## src/rtl/morse_key_classifier_pkg.sv

```systemverilog
// Shared state encoding and default Morse unit timing, also used by the downstream decoder.
package morse_key_classifier_pkg;

   typedef enum logic [1:0] {
      StIdle  = 2'd0,
      StPress = 2'd1,
      StGap   = 2'd2
   } state_e;

   // 100 ms per unit at 50 MHz
   localparam int unsigned DefClkPerUnit     = 5000000;
   localparam int unsigned DefDashUnits      = 2;
   localparam int unsigned DefLetterGapUnits = 2;
   localparam int unsigned DefWordGapUnits   = 5;

endpackage

```

## src/rtl/morse_unit_timer.sv

```systemverilog
// Prescaler producing one unit_tick per Morse unit, plus a saturating count of elapsed units.
module morse_unit_timer
   import morse_key_classifier_pkg::*;
#(
   parameter int unsigned CLK_PER_UNIT   = DefClkPerUnit,
   parameter int unsigned WORD_GAP_UNITS = DefWordGapUnits,
   parameter int unsigned UNIT_W         = $clog2(WORD_GAP_UNITS + 1)
) (
   input  logic              clk,
   input  logic              clrn,
   input  logic              clear,
   input  logic              enable,
   output logic              unit_tick,
   output logic [UNIT_W-1:0] unit_cnt
);

   localparam int unsigned PW = $clog2(CLK_PER_UNIT);
   localparam logic [PW-1:0]     PrescLast = PW'(CLK_PER_UNIT - 1);
   localparam logic [UNIT_W-1:0] UnitMax   = UNIT_W'(WORD_GAP_UNITS);

   logic [PW-1:0] presc_q;

   assign unit_tick = enable && (presc_q == PrescLast);

   always_ff @(posedge clk or negedge clrn) begin
      if (!clrn) begin
         presc_q  <= '0;
         unit_cnt <= '0;
      end else if (clear) begin
         presc_q  <= '0;
         unit_cnt <= '0;
      end else if (enable) begin
         presc_q <= unit_tick ? '0 : presc_q + PW'(1);
         if (unit_tick && (unit_cnt != UnitMax)) begin
            unit_cnt <= unit_cnt + UNIT_W'(1);
         end
      end
   end

endmodule

```

## src/rtl/morse_key_classifier.sv

```systemverilog
// Classifies conditioned key presses into dot/dash symbols and flags letter and word gaps.
module morse_key_classifier
   import morse_key_classifier_pkg::*;
#(
   parameter int unsigned CLK_PER_UNIT     = DefClkPerUnit,
   parameter int unsigned DASH_UNITS       = DefDashUnits,
   parameter int unsigned LETTER_GAP_UNITS = DefLetterGapUnits,
   parameter int unsigned WORD_GAP_UNITS   = DefWordGapUnits
) (
   input  logic clk,
   input  logic clrn,
   input  logic key_in,
   output logic sym_valid,
   output logic sym_is_dash,
   output logic letter_end,
   output logic word_end,
   output logic busy
);

   localparam int unsigned UnitW = $clog2(WORD_GAP_UNITS + 1);
   localparam logic [UnitW-1:0] DashCnt   = UnitW'(DASH_UNITS);
   localparam logic [UnitW-1:0] DashM1    = UnitW'(DASH_UNITS - 1);
   localparam logic [UnitW-1:0] LetterM1  = UnitW'(LETTER_GAP_UNITS - 1);
   localparam logic [UnitW-1:0] WordM1    = UnitW'(WORD_GAP_UNITS - 1);

   state_e           state_q, state_d;
   logic             sync1_q, key_s, key_prev;
   logic [1:0]       prime_q;
   logic             rise, fall;
   logic             timer_clear, unit_tick;
   logic [UnitW-1:0] unit_cnt;
   logic             letter_done_q, letter_done_d;
   logic             letter_hit, word_hit, dash_hit;
   logic             sym_valid_d, sym_is_dash_d, letter_end_d, word_end_d;

   // key_prev stays high until the synchronizer has refilled, so a key held through reset
   // only counts once it has been released.
   always_ff @(posedge clk or negedge clrn) begin
      if (!clrn) begin
         sync1_q  <= 1'b0;
         key_s    <= 1'b0;
         prime_q  <= 2'b00;
         key_prev <= 1'b1;
      end else begin
         sync1_q  <= key_in;
         key_s    <= sync1_q;
         prime_q  <= {prime_q[0], 1'b1};
         key_prev <= prime_q[1] ? key_s : 1'b1;
      end
   end

   assign rise = key_s & ~key_prev;
   assign fall = ~key_s & key_prev;

   morse_unit_timer #(
      .CLK_PER_UNIT   (CLK_PER_UNIT),
      .WORD_GAP_UNITS (WORD_GAP_UNITS),
      .UNIT_W         (UnitW)
   ) u_timer (
      .clk       (clk),
      .clrn      (clrn),
      .clear     (timer_clear),
      .enable    (state_q != StIdle),
      .unit_tick (unit_tick),
      .unit_cnt  (unit_cnt)
   );

   // A tick landing in the fall cycle still counts toward the press length.
   assign dash_hit   = (unit_cnt >= DashCnt) || (unit_tick && (unit_cnt == DashM1));
   assign letter_hit = (state_q == StGap) && !rise && !letter_done_q && unit_tick &&
                       (unit_cnt == LetterM1);
   assign word_hit   = (state_q == StGap) && !rise && unit_tick && (unit_cnt == WordM1);

   always_ff @(posedge clk or negedge clrn) begin
      if (!clrn) begin
         state_q       <= StIdle;
         letter_done_q <= 1'b0;
         sym_valid     <= 1'b0;
         sym_is_dash   <= 1'b0;
         letter_end    <= 1'b0;
         word_end      <= 1'b0;
      end else begin
         state_q       <= state_d;
         letter_done_q <= letter_done_d;
         sym_valid     <= sym_valid_d;
         sym_is_dash   <= sym_is_dash_d;
         letter_end    <= letter_end_d;
         word_end      <= word_end_d;
      end
   end

   always_comb begin
      state_d = state_q;
      case (state_q)
         StIdle:  if (rise) state_d = StPress;
         StPress: if (fall) state_d = StGap;
         StGap: begin
            if (rise) begin
               state_d = StPress;
            end else if (word_hit) begin
               state_d = StIdle;
            end
         end
         default: state_d = StIdle;
      endcase
      timer_clear   = (state_q == StIdle) || (state_d != state_q);
      letter_done_d = (state_q == StGap) && !rise && (letter_done_q || letter_hit);
   end

   always_comb begin
      sym_valid_d   = (state_q == StPress) && fall;
      sym_is_dash_d = sym_valid_d && dash_hit;
      letter_end_d  = letter_hit;
      word_end_d    = word_hit;
   end

   assign busy = (state_q != StIdle);

endmodule

```

## config.mk

```make
export PLATFORM = sky130hd
export DESIGN_NAME = morse_key_classifier
export DESIGN_NICKNAME = d
export VERILOG_FILES = /design/src/rtl/morse_key_classifier_pkg.sv /design/src/rtl/morse_unit_timer.sv /design/src/rtl/morse_key_classifier.sv
export SDC_FILE = /design/constraint.sdc
export NUM_CORES = 1
export LEC_CHECK = 0
export ABC_CLOCK_PERIOD_IN_PS = 4150
export BUFFER_PORTS_ARGS = -buffer_cell sky130_fd_sc_hd__buf_2
export CAP_MARGIN = 20
export CORE_UTILIZATION = 55
export DETAILED_ROUTE_END_ITERATION = 10
export PLACE_DENSITY = 0.72
export SKIP_CTS_REPAIR_TIMING = 1
export SLEW_MARGIN = 25
export SYNTH_ARGS = -nofsm -noshare
export SYNTH_HDL_FRONTEND = slang
export SYNTH_SLANG_ARGS = --single-unit
```

## constraint.sdc

```tcl
create_clock -name clk -period 4.15 [get_ports clk]
set_input_delay 1.0375 -clock clk [delete_from_list [all_inputs] [get_ports clk]]
set_output_delay 1.0375 -clock clk [all_outputs]
set_load 0.005 [all_outputs]
```

==> out/results.md, run 1 <==
| Item | This run |
| --- | --- |
| Wire length of the first global-routing pass | 5927 µm |
| Die Span X | 60.81 µm |
| Multiplexer fraction of the synthesized cell area | 0% |
| Combined area of all synthesized cells | 0.001902 mm² |
| Estimated wirelength of the detail-placed design | 2485 µm |
| Deepest level of the CTS H-tree | 2 |
| Tightest Hold Check Type | reg2reg |
| Run status | complete, no violations |
| Clock buffers created by TritonCTS | 5 |
| GRT overflow | 0 |
| First drt pass iteration count | 4 |
| Via count of the first global-routing pass | 1,373 |
| Core footprint | 0.003178 mm² |
| Setup crit end | u_timer.presc_q[6] |
| IR drop worst, VDD | 0.2167 mV |
| Area share of and/or/nand/nor cells after synthesis | 25.86% |
| Async SR Flop Fraction | 100.0% |
| Port Buf Inserts | 7 |
| Worst skew pair latency | 0.35 ns |
| Post-synth EDFFs | 0 |
| Number of antenna-violating nets in the routed design | 0 |
| Power per unit of standard cell area | 350.8 mW/mm² |
| Stages on worst setup path | 4 |
| Launching element type of the critical path | register |
| Via Count | 1,427 |
| Synthesis warning total | 0 |
| Clock Sinks | 38 |
| Cell with the largest stage delay on the worst path | a32o_1 |
| Adder-cell share of the synthesized area | 3.289% |
| Setup WS pre-CTS | 1.569 ns |
| Number of buffer and inverter instances along the worst setup path | 0 |
| # rows | 20 |
| Vert. Die Dim | 60.81 µm |
| Arrival time at the worst endpoint | 2.80 ns |
| Portion of the post-synthesis area used by sequential elements | 50.07% |
| Category of cells accounting for the largest share of critical-path delay | simple AND/OR/NAND/NOR gates |
| Leading post-synthesis cells by cell area | dfrtp_1 (49%), ha_1 (3.3%), xnor2_1 (3.2%) |
| Distinct cell type count of the synthesized netlist | 40 |
| Antenna violations before repair | 0 |
| Leakage power figure | 0.7844 nW |
| Fraction of the mapped netlist area in compound gates | 11.51% |
| Worst reg-to-reg path cell count | 4 |
| CTS tree | yes |
| Final setup margin | 1.552 ns |
| Worst setup path class | reg2reg |
| Synth top area share | 48.68% |
| Number of maximum-capacitance constraint violations | 0 |
| Critical Path, Cell by Cell | nand4_1 -> nor4_1 -> a32o_1 -> nor2_1 |
| Crit Path Max Fanout | 23 |
| Number of filler cells placed in the layout | 272 |
| Max Slew Vio Count | 0 |
| Commonest cells after routing, fill and taps aside | dfrtp_1 (37), nor2_1 (16), nand2_1 (12) |
| Min cycle time layout | 2.598 ns |
| Leading cell type in the layout, fill and taps excluded | dfrtp_1 |
| Fraction of layout instances using a drive strength above 1 | 12.63% |
| Final-stage net count | 205 |
| Number of cells produced by synthesis | 190 |
| Achievable Freq | 384.9 MHz |
| Global-route total usage across every layer | 22.25% |
| Routed wire length per instance | 14.66 µm |
| Final hold slack | 0.3649 ns |
| Setup Skew | 0.01125 ns |
| Final Hold Fails | 0 |
| Number of diodes | 0 |
| Worst reg2reg startpoint | u_timer.presc_q[2] |
| RSZ-0062 raised after global routing | false |
| Crit Reg-Reg Endpoint | u_timer.presc_q[6] |
| CP peak stage delay | 0.90 ns |
| Initial Utilization | 59.84% |
| Avg Inst Size Synth | 10.01 µm² |
| Area leader, netlist | dfrtp_1 |
| Weighted congestion reported at the end of routability-driven placement | 0.7895 |
| Post-route fraction of the period consumed by the critical path | 62.61% |
| Slew at the pin with the worst max-slew slack | 0.9587 ns |
| Syn_nets | 198 |
| Endpoints failing setup | 0 |
| Flip-flop and latch count after synthesis | 38 |
| Worst reg2reg setup slack | 1.55 ns |
| Crit path required time | 4.35 ns |
| Dominant combinational cell family by area after synthesis | simple AND/OR/NAND/NOR gates |
| Crit path capture type | register |
| Final setup TNS | 0 ns |
| Via density | 5.897 |
| Pin count of the biggest net entering global routing | 39 |
| Final wirelength | 3547 µm |
| Clock root buffer | clkbuf_4 |
| Drt drc | 0 |
| Post-synthesis xor/xnor area fraction | 4.605% |
| Count of routing violations after the opening detailed-route iteration | 105 |
| Remaining max-slew budget at the tightest pin | 36.09% |
| Synth Flop Type | dfrtp_1 |
| Worst setup path startpoint | u_timer.presc_q[2] |
| Area overhead of the layout relative to synthesis | 6.776% |
| I/O Pins | 8 |
| Maximum buffer depth of the clock tree | 2 |
| Die Outline Area | 0.003697 mm² |
| Clock-pin transition on the worst setup and hold timing paths | 0.12 ns |
## worst register-to-register path, cell delays in order, from the launching register on
cell	delay, ns
dfrtp_1	0.43
nand4_1	0.36
nor4_1	0.63
a32o_1	0.90
nor2_1	0.12
## area by class of cell
cell class | count | area (µm²) | area share (%)
Tap cell | 44 | 55.05 | 2.711
Clock buffer | 5 | 37.54 | 1.848
Sequential cell | 38 | 952.2 | 46.89
Inverter | 11 | 41.29 | 2.033
Multi-Input combinational cell | 134 | 864.6 | 42.58
Timing Repair Buffer | 7 | 35.03 | 1.725
Clock inverter | 3 | 45.04 | 2.218
## per-layer routing
layer / vias to the layer above / share of wire, % / global-route usage (%) / routed length [µm]
met4: 0 / 1.6 / 8.766 / 58
met3: 8 / 3.3 / 4.478 / 116
met1: 702 / 45 / 27.92 / 1608
met5: - / 0 / 0 / 0
met2: 18 / 50 / 37.83 / 1764
li1: 699 / - / - / -
## cell families (layout without fill, tap and decap cells)
| logic type | after synthesis | after routing |
|---|---|---|
| buffers and inverters | 18 | 26 |
| other | 1 | 1 |
| and+or+nand+nor | 85 | 85 |
| AOI/OAI and AO/OA | 33 | 33 |
| adders and majority gates | 5 | 5 |
| xor gates and xnor gates | 10 | 10 |
| DFF | 38 | 38 |
## sequential cells by signal, summed over array words and instances, names as in the netlist
register,cells
word_end,1
letter_done_q,1
sync1_q,1
letter_end,1
sym_valid,1
u_timer.unit_cnt,3
key_prev,1
key_s,1
u_timer.presc_q,23
prime_q,2
state_q,2
sym_is_dash,1
## power breakdown
| group | switching (mW) | leakage, nW | internal (mW) | total (mW) |
|---|---|---|---|---|
| Clock | 0.129 | 0.0374 | 0.126 | 0.256 |
| Combinational | 0.0501 | 0.231 | 0.0158 | 0.0659 |
| Sequential | 0.00826 | 0.516 | 0.383 | 0.391 |
## synthesized netlist by cell type (4+ instances only)
library cell and number:
o31ai_1 5, nor2_1 16, nand2b_1 4, nand4_1 9
inv_1 11, nand3_1 8, nor3_1 5, nand2_1 12
or4_1 4, o21ai_0 7, or3_1 6, a21oi_1 9
dfrtp_1 37, ha_1 5, or4_4 4, nor4_1 5
xnor2_1 7
## metrics by stage
stage                     instance area [µm²]  util, %  power (mW)  cells
final                                    2031    63.90      0.7124    242
after global routing                     2031    63.90      0.7412    242
after CTS                                2031    63.90      0.7196    242
after detailed placement                 1948    61.30      0.4651    234
after global placement                   1948    61.30      0.4618    234
after floorplan                          1902        -      0.4421    190
## worst min-delay path by stage
stage,from,to,slack [ns],cells past startpoint
floorplan,sync1_q,key_s,0.33,0
global placement,sync1_q,key_s,0.34,0
detailed placement,prime_q[0],prime_q[1],0.34,0
CTS,prime_q[0],prime_q[1],0.37,0
global route,prime_q[0],prime_q[1],0.37,0
finish,prime_q[0],prime_q[1],0.36,0
(Power assumes the default switching activity.)
==> run 2: changes to the inputs <==
Settings changed: ABC_CLOCK_PERIOD_IN_PS 4150 to 2320, CORE_UTILIZATION 55 to 54, PLACE_DENSITY 0.72 to 0.74.
Clock period 4.15 ns to 2.32 ns, I/O delays scaled along.
==> run 2 against run 1 <==
Critical path depth is 1 higher. Combinational power is 87% higher. Power rose by 78%. Utilization fell by 2.3 points. Global-route usage fell by 0.27 points. Sequential power grew 79%. Largest cell class unchanged. Highest routed layer unchanged.
==> out/results.md, run 2 (synthesized netlist as in run 1, its figures left out) <==
| Item | This run | Delta |
| --- | --- | --- |
| Number of maximum-capacitance constraint violations | 0 | unchanged |
| Initial Utilization | 56.55% | -3.3 points |
| Achievable Freq | 482.3 MHz | +25% |
| Antenna violations before repair | 0 | unchanged |
| Leading cell type in the layout, fill and taps excluded | dfrtp_1 |  |
| Clock-pin transition on the worst setup and hold timing paths | 0.12 ns | about the same |
| I/O Pins | 8 | unchanged |
| Routed wire length per instance | 14.43 µm | -1.5% |
| IR drop worst, VDD | 0.4324 mV | +100% |
| Commonest cells after routing, fill and taps aside | dfrtp_1 (37), nor2_1 (16), nand2_1 (12) |  |
| Clock Sinks | 38 | unchanged |
| CTS tree | yes |  |
| Fraction of layout instances using a drive strength above 1 | 15.20% | +2.6 points |
| Worst reg-to-reg path cell count | 5 | +1 |
| Largest registers | u_timer.presc_q: 23 flops, u_timer.unit_cnt: 3 flops |  |
| Leakage power figure | 0.8210 nW | +4.7% |
| Number of filler cells placed in the layout | 320 | +18% |
| Post-route fraction of the period consumed by the critical path | 89.37% | +27 points |
| Number of antenna-violating nets in the routed design | 0 | unchanged |
| Crit path capture type | register |  |
| Total Power | 1.266 mW | +78% |
| Global-route total usage across every layer | 21.98% | -0.27 points |
| Vert. Die Dim | 61.35 µm | +0.89% |
| Arrival time at the worst endpoint | 2.32 ns | -0.48 ns |
| Number of flip-flops under the largest register name | 23 | unchanged |
| Deepest level of the CTS H-tree | 2 | unchanged |
| Final setup TNS | 0 ns | unchanged |
| Area overhead of the layout relative to synthesis | 9.013% |  |
| Launching element type of the critical path | register |  |
| Worst reg2reg setup slack | 0.25 ns | -1.31 ns |
| Worst skew pair latency | 0.35 ns | about the same |
| Crit Reg-Reg Endpoint | u_timer.unit_cnt[1] |  |
| Endpoints failing setup | 0 | unchanged |
| Internal power | 0.9418 mW | +80% |
| Final-stage net count | 211 | +2.9% |
| Drt drc | 0 | unchanged |
| Run status | complete, no violations |  |
| Worst setup path class | reg2reg |  |
| Core footprint | 0.003363 mm² | +5.8% |
| Die Span X | 61.35 µm | +0.89% |
| Clock root buffer | clkbuf_4 |  |
| Worst reg2reg startpoint | u_timer.presc_q[0] |  |
| Clk network pwr share | 35.0% | -0.9 points |
| Max Slew Vio Count | 0 | unchanged |
| Maximum buffer depth of the clock tree | 2 | unchanged |
| Pin count of the biggest net entering global routing | 39 | unchanged |
| Share of power burned in registers | 55.3% | +0.4 points |
| Count of routing violations after the opening detailed-route iteration | 113 | +7.6% |
| Min cycle time layout | 2.073 ns | -0.5249 ns |
| Weighted congestion reported at the end of routability-driven placement | 0.8694 | +10% |
| Proportion of power drawn by combinational gates | 9.7% | +0.4 points |
| Setup Skew | 0.01285 ns | +0.001604 ns |
| Estimated wirelength of the detail-placed design | 2483 µm | about the same |
| # rows | 21 | +5.0% |
| Number of diodes | 0 | unchanged |
| Tightest Hold Check Type | in2async |  |
| Via count of the first global-routing pass | 1,311 | -4.5% |
| Final Hold Fails | 0 | unchanged |
| Fraction of power spent switching nets | 25.63% | -0.72 points |
| Reg with most FFs | u_timer.presc_q |  |
| Power per unit of standard cell area | 610.8 mW/mm² | +74% |
| Final wirelength | 3608 µm | +1.7% |
| Remaining max-slew budget at the tightest pin | 46.93% | +11 points |
| RSZ-0062 raised after global routing | false |  |
| Slew at the pin with the worst max-slew slack | 0.7960 ns | -0.1627 ns |
| Crit Path Max Fanout | 7 | -70% |
| Via Count | 1,440 | +0.91% |
| Power dissipated by switching net loads | 0.3246 mW | +73% |
| Crit path required time | 2.57 ns | -1.78 ns |
| Wire length of the first global-routing pass | 5913 µm | -0.24% |
| First drt pass iteration count | 4 | unchanged |
| GRT overflow | 0 | unchanged |
| Clock buffers created by TritonCTS | 5 | unchanged |
| Die Outline Area | 0.003763 mm² | +1.8% |
| Via density | 5.760 | -2.3% |
| Port Buf Inserts | 7 | unchanged |
-- run 2: changes by cell type in the layout (fill, tap and decap cells not counted) --
cell        delta
buf_4          +6
clkinv_2       +2
clkinvlp_4     -2
-- run 2: power groups by stage --
stage	combinational [mW]	sequential (mW)	clock (mW)
2_1_floorplan	0.0809	0.710	0
3_5_place_dp	0.126	0.713	0
3_3_place_gp	0.122	0.711	0
6_report	0.123	0.700	0.443
4_1_cts	0.126	0.700	0.450
5_1_grt	0.139	0.704	0.486
-- run 2: worst max path at each step --
| stage | startpoint | end | slack [ns] |
|---|---|---|---|
| after floorplan | u_timer.presc_q[2] | u_timer.presc_q[17] | 0.37 |
| after global placement | u_timer.presc_q[2] | u_timer.unit_cnt[1] | 0.37 |
| after detailed placement | u_timer.presc_q[0] | u_timer.unit_cnt[1] | 0.24 |
| after CTS | u_timer.presc_q[0] | u_timer.unit_cnt[1] | 0.23 |
| after global routing | u_timer.presc_q[2] | u_timer.unit_cnt[1] | 0.11 |
| final | u_timer.presc_q[0] | u_timer.unit_cnt[1] | 0.25 |
-- run 2: stage by stage --
step	instance area, µm²	util [%]	worst slack (ns)	hold WS, ns	instances
after floorplan	1902	-	0.3731	0.2844	190
after global placement	1996	59.34	0.3661	0.3360	242
after detailed placement	1996	59.34	0.2418	0.3428	242
after CTS	2073	61.64	0.2306	0.3233	250
after global routing	2073	61.64	0.1147	0.3169	250
final	2073	61.64	0.2465	0.2977	250
-- run 2: area by class of cell --
cell class	instances	area, µm²	share of cell area [%]
sequential	38	952.2	45.93
multi-input combinational	134	864.6	41.70
timing repair buffer	13	80.08	3.862
tap	46	57.56	2.776
inverter	11	41.29	1.992
clock inverter	3	40.04	1.931
clock buffer	5	37.54	1.810
-- run 2: critical path: stages, from the launching register on --
cell	delay, ns
dfrtp_1	0.41
ha_1	0.27
nand2_1	0.11
or4_1	0.61
o21bai_1	0.33
o2bb2a_1	0.26
-- run 2: layer usage --
metal / track usage [%] / routed length, µm / up-vias
met5: 0 / 0 / -
met4: 7.619 / 52 / 0
met2: 36.18 / 1821 / 26
met3: 5.672 / 112 / 5
li1: - / - / 709
met1: 28.32 / 1621 / 700
==> run 3: changes to the inputs <==
Settings changed: MAX_ROUTING_LAYER set to met4.
==> run 3 against run 2 <==
Design area did not move. Critical path type unchanged. Sequential power barely moved. Global-route usage rose by 0.66 points. Largest power group unchanged. Critical endpoint unchanged. Worst hold slack improved by 0.0089 ns. Largest cell class unchanged. Clock-buffer cell count did not move. Register-to-register slack barely moved. Die area did not move. Clock power barely moved. Routed wire length rose by 1.2%. First-iteration DRC count rose by 5.3%. Worst setup slack got worse by 0.0077 ns. Final cell count did not move.
==> out/results.md, run 3 (synthesized netlist as in run 1, its figures left out) <==
| Item | This run | Delta |
| --- | --- | --- |
| Run status | complete, no violations |  |
| First drt pass iteration count | 6 | +2 |
| Via Count | 1,459 | +1.3% |
| Max Slew Vio Count | 0 | unchanged |
| Vert. Die Dim | 61.35 µm | unchanged |
| Post-route fraction of the period consumed by the critical path | 89.71% | +0.33 points |
| Endpoints failing setup | 0 | unchanged |
| Crit path capture type | register |  |
| Power dissipated by switching net loads | 0.3241 mW | -0.15% |
| Clock root buffer | clkbuf_4 |  |
| Maximum buffer depth of the clock tree | 2 | unchanged |
| Pin count of the biggest net entering global routing | 39 | unchanged |
| I/O Pins | 8 | unchanged |
| Drt drc | 0 | unchanged |
| Setup Skew | 0.009253 ns | -0.003596 ns |
| Worst skew pair latency | 0.35 ns | about the same |
| Count of routing violations after the opening detailed-route iteration | 119 | +5.3% |
| Leakage power figure | 0.8210 nW | unchanged |
| Arrival time at the worst endpoint | 2.33 ns | about the same |
| Tightest Hold Check Type | in2async |  |
| Final setup TNS | 0 ns | unchanged |
| Achievable Freq | 480.5 MHz | -0.37% |
| Share of power burned in registers | 55.3% | about the same |
| Internal power | 0.9418 mW | about the same |
| Final Hold Fails | 0 | unchanged |
| Number of maximum-capacitance constraint violations | 0 | unchanged |
| Estimated wirelength of the detail-placed design | 2483 µm | unchanged |
| Core footprint | 0.003363 mm² | unchanged |
| CP peak stage delay | 0.60 ns | about the same |
| RSZ-0062 raised after global routing | false |  |
| Via count of the first global-routing pass | 1,309 | -0.15% |
| Proportion of power drawn by combinational gates | 9.8% | about the same |
| Largest registers | u_timer.presc_q: 23 flops, u_timer.unit_cnt: 3 flops |  |
| Number of antenna-violating nets in the routed design | 0 | unchanged |
| Final hold slack | 0.3066 ns | +0.008882 ns |
| Area overhead of the layout relative to synthesis | 9.013% | unchanged |
| Fraction of power spent switching nets | 25.60% | -0.027 points |
| Die Outline Area | 0.003763 mm² | unchanged |
| Initial Utilization | 56.55% | unchanged |
| Deepest level of the CTS H-tree | 2 | unchanged |
| Fraction of layout instances using a drive strength above 1 | 15.20% | unchanged |
| Remaining max-slew budget at the tightest pin | 46.03% | -0.90 points |
| Die Span X | 61.35 µm | unchanged |
| Commonest cells after routing, fill and taps aside | dfrtp_1 (37), nor2_1 (16), nand2_1 (12) |  |
| Number of flip-flops under the largest register name | 23 | unchanged |
| Final wirelength | 3653 µm | +1.2% |
| Final-stage net count | 211 | unchanged |
| Crit Path Max Fanout | 7 | unchanged |
| Reg with most FFs | u_timer.presc_q |  |
| IR drop worst, VDD | 0.4351 mV | +0.63% |
| Clock Sinks | 38 | unchanged |
| Clock buffers created by TritonCTS | 5 | unchanged |
| Min cycle time layout | 2.081 ns | +0.007713 ns |
| Number of diodes | 0 | unchanged |
| Worst setup path class | reg2reg |  |
| Cell with the largest stage delay on the worst path | or4_1 |  |
| Wire length of the first global-routing pass | 5913 µm | unchanged |
| Leading cell type in the layout, fill and taps excluded | dfrtp_1 |  |
| Via density | 5.836 | +1.3% |
| Clk network pwr share | 34.9% | about the same |
| Antenna violations before repair | 0 | unchanged |
| Routed wire length per instance | 14.61 µm | +1.2% |
| # rows | 21 | unchanged |
| Global-route total usage across every layer | 22.64% | +0.66 points |
| Port Buf Inserts | 7 | unchanged |
| Launching element type of the critical path | register |  |
| Slew at the pin with the worst max-slew slack | 0.8095 ns | +0.01353 ns |
| Power per unit of standard cell area | 610.6 mW/mm² | about the same |
| CTS tree | yes |  |
| Critical Path, Cell by Cell | ha_1 -> nand2_1 -> or4_1 -> o21bai_1 -> o2bb2a_1 |  |
| Weighted congestion reported at the end of routability-driven placement | 0.8836 | +1.6% |
| Crit path required time | 2.57 ns | about the same |
| GRT overflow | 0 | unchanged |
| Clock-pin transition on the worst setup and hold timing paths | 0.12 ns | about the same |
| Number of filler cells placed in the layout | 320 | unchanged |
-- run 3: path summary, 6_finish.rpt --
kind,end,cells past startpoint,slack [ns],startpoint
min reg2reg,prime_q[1],0,0.37,prime_q[0]
max,u_timer.unit_cnt[1],5,0.24,u_timer.presc_q[0]
max reg2reg,u_timer.unit_cnt[1],5,0.24,u_timer.presc_q[0]
min,letter_end,1,0.31,clrn
min in group clk,sync1_q,1,0.33,key_in
max in group asynchronous,prime_q[1],1,1.50,clrn
-- run 3: worst max-delay path, delay by kind of cell, from the launching register on --
family	cells	cell delay, ns
AOI/OAI and AO/OA	2	0.59
adders and majority gates	1	0.27
DFF	1	0.41
and+or+nand+nor	2	0.71
-- run 3: routing by layer --
layer | track usage [%] | vias up | part of all wire, %
met1 | 28.18 | 711 | 44
met2 | 36.18 | 35 | 50
met4 | 7.619 | 0 | 1.4
met3 | 5.672 | 5 | 4.3
li1 | - | 708 | -
met5 | - | - | 0
-- run 3: layout make-up --
cell class / count / area (µm²) / area share [%]
clock buffer: 5 / 37.54 / 1.810
clock inverter: 3 / 40.04 / 1.931
multi-input combinational: 134 / 864.6 / 41.70
tap: 46 / 57.56 / 2.776
timing repair buffer: 13 / 80.08 / 3.862
inverter: 11 / 41.29 / 1.992
sequential: 38 / 952.2 / 45.93
-- run 3: power by group through the flow --
stage	sequential, mW	combinational (mW)	clock (mW)
2_1_floorplan	0.710	0.0809	0
3_3_place_gp	0.711	0.122	0
3_5_place_dp	0.713	0.126	0
4_1_cts	0.700	0.126	0.450
5_1_grt	0.704	0.139	0.486
6_report	0.700	0.124	0.442
-- run 3: metrics by stage --
stage	total power, mW	std cells	utilization [%]	cell area (µm²)	worst slack (ns)
after floorplan	0.7907	190	-	1902	0.3731
after global placement	0.8331	242	59.34	1996	0.3661
after detailed placement	0.8392	242	59.34	1996	0.2418
after CTS	1.277	250	61.64	2073	0.2306
after global routing	1.329	250	61.64	2073	0.1147
final	1.266	250	61.64	2073	0.2388
